File: config.mk
export PLATFORM = sky130hd
export DESIGN_NAME = rs_pulse_ctrl
export DESIGN_NICKNAME = d
export VERILOG_FILES = /design/src/rtl/rs_pulse_ctrl.sv
export SDC_FILE = /design/constraint.sdc
export NUM_CORES = 1
export LEC_CHECK = 0
export BUFFER_PORTS_ARGS = -buffer_cell sky130_fd_sc_hd__clkbuf_2
export CAP_MARGIN = 5
export CORE_MARGIN = 2
export CORE_UTILIZATION = 30
export DETAILED_ROUTE_END_ITERATION = 12
export PLACE_DENSITY_LB_ADDON = 0.15
export REMOVE_ABC_BUFFERS = 1
export SETUP_SLACK_MARGIN = 0.1
export SYNTH_ARGS = -nofsm -noshare
export SYNTH_HDL_FRONTEND = slang
export SYNTH_SLANG_ARGS = --single-unit
File: constraint.sdc
create_clock -name clk -period 3.3 [get_ports clk]
set_clock_uncertainty 0.05 [all_clocks]
set_input_delay 0.165 -clock clk [delete_from_list [all_inputs] [get_ports clk]]
set_output_delay 0.165 -clock clk [all_outputs]
set_load 0.03 [all_outputs]
File: src/rtl/rs_pulse_ctrl.sv
// Upstream pulse generator for a NOR RS latch: synchronises and debounces two raw
// requests, turns debounced rising edges into guarded, non-overlapping fixed-width pulses.
`timescale 1ns/1ps
module rs_pulse_ctrl #(
    parameter int unsigned DEBOUNCE = 4,
    parameter int unsigned PULSE_W  = 3,
    parameter int unsigned GUARD    = 2
) (
    input  logic clk,
    input  logic rst_n,
    input  logic set_req,
    input  logic reset_req,
    output logic set_out,
    output logic reset_out,
    output logic busy,
    output logic q_model
);

    localparam logic [7:0] DB_LAST = 8'(DEBOUNCE - 1);
    localparam logic [7:0] PW_LAST = 8'(PULSE_W - 1);
    localparam logic [7:0] GD_LAST = 8'(GUARD - 1);

    typedef enum logic [1:0] {
        ST_IDLE,
        ST_SET_P,
        ST_RST_P,
        ST_GUARD
    } state_t;

    // Bit 0 carries the set channel, bit 1 the reset channel.
    logic [1:0]      r_meta;
    logic [1:0]      r_sync;
    logic [1:0]      r_db;
    logic [1:0]      r_db_d;
    logic [1:0]      r_pend;
    logic [1:0][7:0] r_db_cnt;
    logic [1:0]      w_rise;
    logic [1:0]      w_grant;

    state_t          r_state;
    state_t          w_state_nxt;
    logic [7:0]      r_cnt;
    logic            w_last_pulse;
    logic            w_last_guard;
    logic            r_q;

    logic            w_set_d;
    logic            w_rst_d;
    logic            w_busy_d;
    logic            r_set_out;
    logic            r_rst_out;
    logic            r_busy;
    logic            r_q_model;

    always_ff @(posedge clk or negedge rst_n) begin
        if (!rst_n) begin
            r_meta <= '0;
            r_sync <= '0;
        end else begin
            r_meta <= {reset_req, set_req};
            r_sync <= r_meta;
        end
    end

    always_ff @(posedge clk or negedge rst_n) begin
        if (!rst_n) begin
            r_db     <= '0;
            r_db_cnt <= '0;
        end else begin
            for (int unsigned i = 0; i < 2; i++) begin
                if (r_sync[i] == r_db[i]) begin
                    r_db_cnt[i] <= '0;
                end else if (r_db_cnt[i] == DB_LAST) begin
                    r_db[i]     <= r_sync[i];
                    r_db_cnt[i] <= '0;
                end else begin
                    r_db_cnt[i] <= r_db_cnt[i] + 8'd1;
                end
            end
        end
    end

    assign w_rise     = r_db & ~r_db_d;
    assign w_grant[1] = (r_state == ST_IDLE) && r_pend[1];
    assign w_grant[0] = (r_state == ST_IDLE) && r_pend[0] && !r_pend[1];

    // A fresh rise on the cycle its old request is granted must stay pending.
    always_ff @(posedge clk or negedge rst_n) begin
        if (!rst_n) begin
            r_db_d <= '0;
            r_pend <= '0;
        end else begin
            r_db_d <= r_db;
            r_pend <= w_rise | (r_pend & ~w_grant);
        end
    end

    assign w_last_pulse = (r_cnt == PW_LAST);
    assign w_last_guard = (r_cnt == GD_LAST);

    always_ff @(posedge clk or negedge rst_n) begin
        if (!rst_n) begin
            r_state <= ST_IDLE;
        end else begin
            r_state <= w_state_nxt;
        end
    end

    always_comb begin
        w_state_nxt = r_state;
        case (r_state)
            ST_IDLE: begin
                if (r_pend[1]) begin
                    w_state_nxt = ST_RST_P;
                end else if (r_pend[0]) begin
                    w_state_nxt = ST_SET_P;
                end
            end
            ST_SET_P, ST_RST_P: begin
                if (w_last_pulse) begin
                    w_state_nxt = ST_GUARD;
                end
            end
            ST_GUARD: begin
                if (w_last_guard) begin
                    w_state_nxt = ST_IDLE;
                end
            end
            default: w_state_nxt = ST_IDLE;
        endcase
    end

    always_comb begin
        w_set_d  = (r_state == ST_SET_P);
        w_rst_d  = (r_state == ST_RST_P);
        w_busy_d = (r_state != ST_IDLE);
    end

    always_ff @(posedge clk or negedge rst_n) begin
        if (!rst_n) begin
            r_cnt <= '0;
        end else if (w_state_nxt != r_state) begin
            r_cnt <= '0;
        end else if (r_state != ST_IDLE) begin
            r_cnt <= r_cnt + 8'd1;
        end
    end

    always_ff @(posedge clk or negedge rst_n) begin
        if (!rst_n) begin
            r_q <= 1'b0;
        end else if (w_last_pulse && (r_state == ST_SET_P)) begin
            r_q <= 1'b1;
        end else if (w_last_pulse && (r_state == ST_RST_P)) begin
            r_q <= 1'b0;
        end
    end

    // Output flops trail the state register by one cycle; this stage is part of
    // the DEBOUNCE+4 request-to-pulse latency, and q_model trails with them.
    always_ff @(posedge clk or negedge rst_n) begin
        if (!rst_n) begin
            r_set_out <= 1'b0;
            r_rst_out <= 1'b0;
            r_busy    <= 1'b0;
            r_q_model <= 1'b0;
        end else begin
            r_set_out <= w_set_d;
            r_rst_out <= w_rst_d;
            r_busy    <= w_busy_d;
            r_q_model <= r_q;
        end
    end

    assign set_out   = r_set_out;
    assign reset_out = r_rst_out;
    assign busy      = r_busy;
    assign q_model   = r_q_model;

endmodule
---- Yosys cells after proc, flatten, opt, wreduce, memory -nomap -nowiden ----
Index checks and enable logic that the tools add are counted.
word-level totals
  bits in registers ....................... 41
  logic and storage cells ................. 61
  output and inout port bits .............. 4
  bits of input ports ..................... 4
cells by class
  add/sub/neg operators ................... 3
  multiplexer cells ....................... 13
  reductions and logical operators ........ 13
  bitwise operators ....................... 7
  equality and inequality tests ........... 10
operator list
  kind                                                             number
  8-bit 2-to-1 mux                                                 6
  8-bit by 1-bit adder with 8-bit output, second input constant    3
  8-bit by 2-bit == test with 1-bit output, second input constant  3
  8-bit by 1-bit == test with 1-bit output, second input constant  1
  2-bit 2-to-1 mux                                                 4
  2-bit case mux with 3 select lines                               1
  2-bit nonzero test                                               3
  1-bit logical AND                                                5
  2-bit AND                                                        2
  2-bit == test, second input constant                             2
  2-bit inverter                                                   2
  2-bit AND reduction                                              2
  1-bit == test                                                    2
  2-bit by 1-bit == test with 1-bit output, second input constant  1
  2-bit zero test                                                  1
  1-bit 2-to-1 mux                                                 2
  2-bit inequality test                                            1
  1-bit inverter                                                   2
  2-bit bitwise OR                                                 1
  2-bit OR reduction                                               1
  1-bit zero test                                                  1

---- Longest topological paths before layout ----
  word-level depth ........................ 6
  gate-level depth with buffers ........... 7

---- Least setup slack after synthesis ----
No wires, ideal clock.
  path type ............................... register to register
  start ................................... register r_state[0]
  end ..................................... register r_cnt[0]
  stages on the path, launching flop included .. 7
  data required time ...................... 3.108 ns
  library setup time ...................... 0.142 ns
  arrival time ............................ 1.583 ns
  path slack .............................. 1.526 ns
  clock period less this slack ............ 1.774 ns
  path through ............................ dfrtp_1 inv_1 ha_1 buf_2 o31ai_1 o21ai_1 nor3_1
between the ends
  word-level cells in the longest chain between the ends .. 5
  elaborated cells on any way between the ends .. 14
  classes of those cells .................. 4 x eq/ne; 6 x mux; 4 x reduce/logical
ends and longest elaborated chain
  element                                                                 line      RTL
  start, declared                                                         40        state_t r_state;
  start signal, assigned                                                  105       r_state <= w_state_nxt;
  2-bit by 1-bit == test with 1-bit output, or another cell as far along  111       case (r_state)
  2-bit OR reduction or 2-bit 2-to-1 mux (tied branches)                  111, 113
  2-bit case mux with 3 select lines                                      111
  2-bit inequality test                                                   142       end else if (w_state_nxt != r_state) begin
  8-bit 2-to-1 mux or 2-bit nonzero test (tied branches)                  --
  end signal, assigned                                                    145       r_cnt <= r_cnt + 8'd1;
  end, declared                                                           42        logic [7:0] r_cnt;
Parallel ways exist; a longest one is shown, timed or not.
A chain may end at the register's enable or synchronous reset.

---- Final worst setup path ----
  start ................................... register r_state[0]
  end ..................................... register r_cnt[4]
The elaborated chain is that of the path after synthesis.

==> summary.md <==
| Metric | Value |
|---|---|
| Final hold viol count | 41 |
| WS Path Type | reg2reg |
| Slew @ Worst Pin | 0.992 ns |
| Skew-Pair Late Insertion Delay | 0.29 ns |
| RSZ-0062 raised after global routing | no |
| Max incr delay on CP | 0.51 ns |
| Slew headroom | 0.339 |
| Status | finished with violations |
| DR iter-0 viols | 37 |
| Final max-slew violation count | 0 |
| Most common flop cell mapped by yosys | dfrtp_1 |
| Post-synth EDFFs | 0 |
| Post-placement cell count | 246 |
| WP buf/inv | 1 |
| TritonCTS buffer count | 5 |
| P_leak | 0.960 nW |
| Clock root buffer master | clkbuf_8 |
| Period utilization | 0.661 |
| Initial antenna violation count | 0 |
| Worst reg2reg path depth | 5 |
| Post-Synthesis Cells | 165 |
| Crit-path slowest cell | ha_1 |
| IO Pins | 8 |
| Max-Cap Viols | 0 |
| Mean post-synth cell area | 11.3 µm² |
| Yosys top cell by area | dfrtp_1 |
| Clock network power share | 0.246 |
| Core area | 5960 µm² |
| Tmin final | 2.18 ns |
| Final wirelength | 3050 µm |
| Total track usage | 0.105 |
| Setup TNS | 0 ns |
| Pwr dens | 801 nW/µm² |
| Yosys reg bits | 41 |
| Total grt overflow | 0 |
| Largest net degree at the start of global routing | 42 |
| P_sw | 0.624 mW |
| # resized after CTS | 0 |
| Pre-CTS WS | 1.06 ns |
| Starting density of the core | 0.312 |
| Synth area leaders | dfrtp_1, xor2_1, ha_1, nor2_1, nor3_1 |
| ANT nets after route | 0 |
| ANT cells | 0 |
| Synth async-reset ratio | 1.00 |
| Critical Path Sink Type | register |
| Number of iterations in the first detailed-routing pass | 4 |
| Failing checks | negative hold slack |
| Avg Vias per Cell | 4.64 |
| Startpoint types | register |
| Wire length per cell | 11.9 µm |
| Peak supply drop | 0.000304 V |
| Clock transition at path regs | 0.08 ns |
| Clock Tree Buf Depth | 2 |
| Hold Crit Class | in2async |
| Post-DP HPWL | 2120 µm |
| Post-synthesis sequential area ratio | 0.551 |
| Die X-Extent | 82.8 µm |
| H-tree levels | 2 |
| CTS sink count | 41 |
| Ratio of cells with drive above 1 in the final layout | 0.116 |
| Worst path required time | 3.40 ns |
| CP Max Fanout | 14 |
| Max Clk Rate | 459 MHz |
| Synthesized area | 1860 µm² |
| Number of nets in the layout | 193 |
| Die Span Y | 82.8 µm |
| Worst path depth | 5 |
| Final worst slack | 1.12 ns |
| Sw Share | 0.367 |
| P_int | 1.08 mW |
| Combinational group share of total power | 0.320 |
| Final hold slack | -0.0273 ns |
| Crit-path leading delay family | compound AO/OA/AOI/OAI gates |
| Via count | 1187 |
| First-pass GRT wire length | 5320 µm |
| Synth top area share | 0.551 |
| Non-Filler Instances | 256 |
| Area grow syn2layout | 14.2% |
| Vias in the first global route | 1205 |
| CTS tree | yes |
| Arr. time, crit path | 2.28 ns |
| DRC | 0 |
| Total Die Area | 6850 µm² |
| Final setup vio count | 0 |
| Row count | 28 |
| GP Congestion | 0.806 |
| Synth cell types | 32 |
| Port-buffer cells | 7 |
| Synth Warn # | 0 |
| Part of the power in registers | 0.434 |
| CP Cell Sequence | inv_1 -> ha_1 -> o31ai_1 -> o21ai_1 -> nor3_1 |
-- Yosys cell counts, types with 2 or more instances --
library cell   n
inv_1         10
o22ai_1        2
and3_1         5
a211oi_1       2
nor3_1        13
xor2_1        15
nand3_1       12
nor2b_1        2
nand2_1        7
o21ai_0        2
a21oi_1        2
xnor2_1        6
mux2_2         2
ha_1           9
dfrtp_1       41
nor4b_1        2
nor2_1        18
-- state kept, by name, summed over array words and instances (netlist names) --
signal / count
busy: 1
reset_out: 1
r_sync: 2
r_meta: 2
r_db: 2
r_pend: 2
r_cnt: 8
set_out: 1
r_db_cnt: 16
q_model: 1
r_db_d: 2
r_state: 2
r_q: 1
-- routing by layer --
metal	up-vias	GRT usage	routed length, µm
li1	590	-	-
met1	574	0.129	1520
met2	14	0.165	1360
met3	9	0.0293	105
met4	0	0.0590	64
met5	-	0	0
-- worst reg2reg max path: cells and delay by family, from the launching register on --
family	cells	cell delay, ns
compound gates	2	0.65
fa+ha+maj	1	0.51
buf+inv	1	0.21
flops	1	0.47
simple gates	1	0.14
-- area by class of cell --
type | count | area, µm²
clock inverters | 2 | 37.5
flip-flops and latches | 41 | 1030
clock buffers | 6 | 82.6
repair buffers | 9 | 55.1
fillers | 594 | 3830
well taps | 75 | 93.8
multi-input cells | 113 | 792
inverters | 10 | 37.5
-- power groups by stage --
stage,clock network (mW),registers [mW],logic (mW)
after floorplan,0,0.768,0.380
after global placement,0,0.744,0.542
after detailed placement,0,0.749,0.553
after CTS,0.435,0.739,0.556
after global routing,0.458,0.757,0.619
final,0.419,0.738,0.544
-- repair_timing --
action                    CTS  global route
setup buffers               0             0
hold endpoints to repair    2             0
hold buffers                2             0
-- metrics by stage --
step	hold WS [ns]	total power, mW	util	instance area, µm²
CTS	0.0213	1.73	0.357	2120
finish	-0.0273	1.70	0.357	2120
global route	0.0594	1.83	0.357	2120
global placement	0.225	1.29	0.333	1980
detailed placement	0.226	1.30	0.333	1980
floorplan	-0.181	1.15	-	1860
-- cells by family after synthesis --
logic type      after synthesis  synth area share
compound gates               15            0.0672
xor+xnor                     21            0.0989
fa+ha+maj                     9            0.0605
buf+inv                      11            0.0229
flops                        41             0.551
mux                           2            0.0121
simple gates                 66             0.187
-- placed cells by master (no fill, tap or decap), types with 2 or more instances in the layout --
| cell type | instances |
|---|---|
| nor2b_1 | 2 |
| clkbuf_8 | 6 |
| nand3_1 | 12 |
| nand2_1 | 7 |
| ha_1 | 9 |
| xor2_1 | 15 |
| o22ai_1 | 2 |
| dlygate4sd3_1 | 2 |
| nor3_1 | 13 |
| and3_1 | 5 |
| a21oi_1 | 2 |
| dfrtp_1 | 41 |
| nor2_1 | 18 |
| o21ai_0 | 2 |
| mux2_2 | 2 |
| clkbuf_2 | 7 |
| nor4b_1 | 2 |
| xnor2_1 | 6 |
| inv_1 | 10 |
| a211oi_1 | 2 |
-- worst paths after layout --
| check | start | slack (ns) | to |
|---|---|---|---|
| setup / recovery | r_state[0]$_DFF_PN0_ | 1.12 | r_cnt[4]$_DFFE_PN0P_ |
| max in group asynchronous | rst_n | 2.62 | r_db[1]$_DFFE_PN0P_ |
| hold / removal | rst_n | -0.03 | r_cnt[2]$_DFFE_PN0P_ |
| min in group clk | r_meta[1]$_DFF_PN0_ | 0.30 | r_sync[1]$_DFF_PN0_ |
| setup reg to reg | r_state[0]$_DFF_PN0_ | 1.12 | r_cnt[4]$_DFFE_PN0P_ |
| hold reg to reg | r_meta[1]$_DFF_PN0_ | 0.30 | r_sync[1]$_DFF_PN0_ |
(Power assumes the default switching activity.)
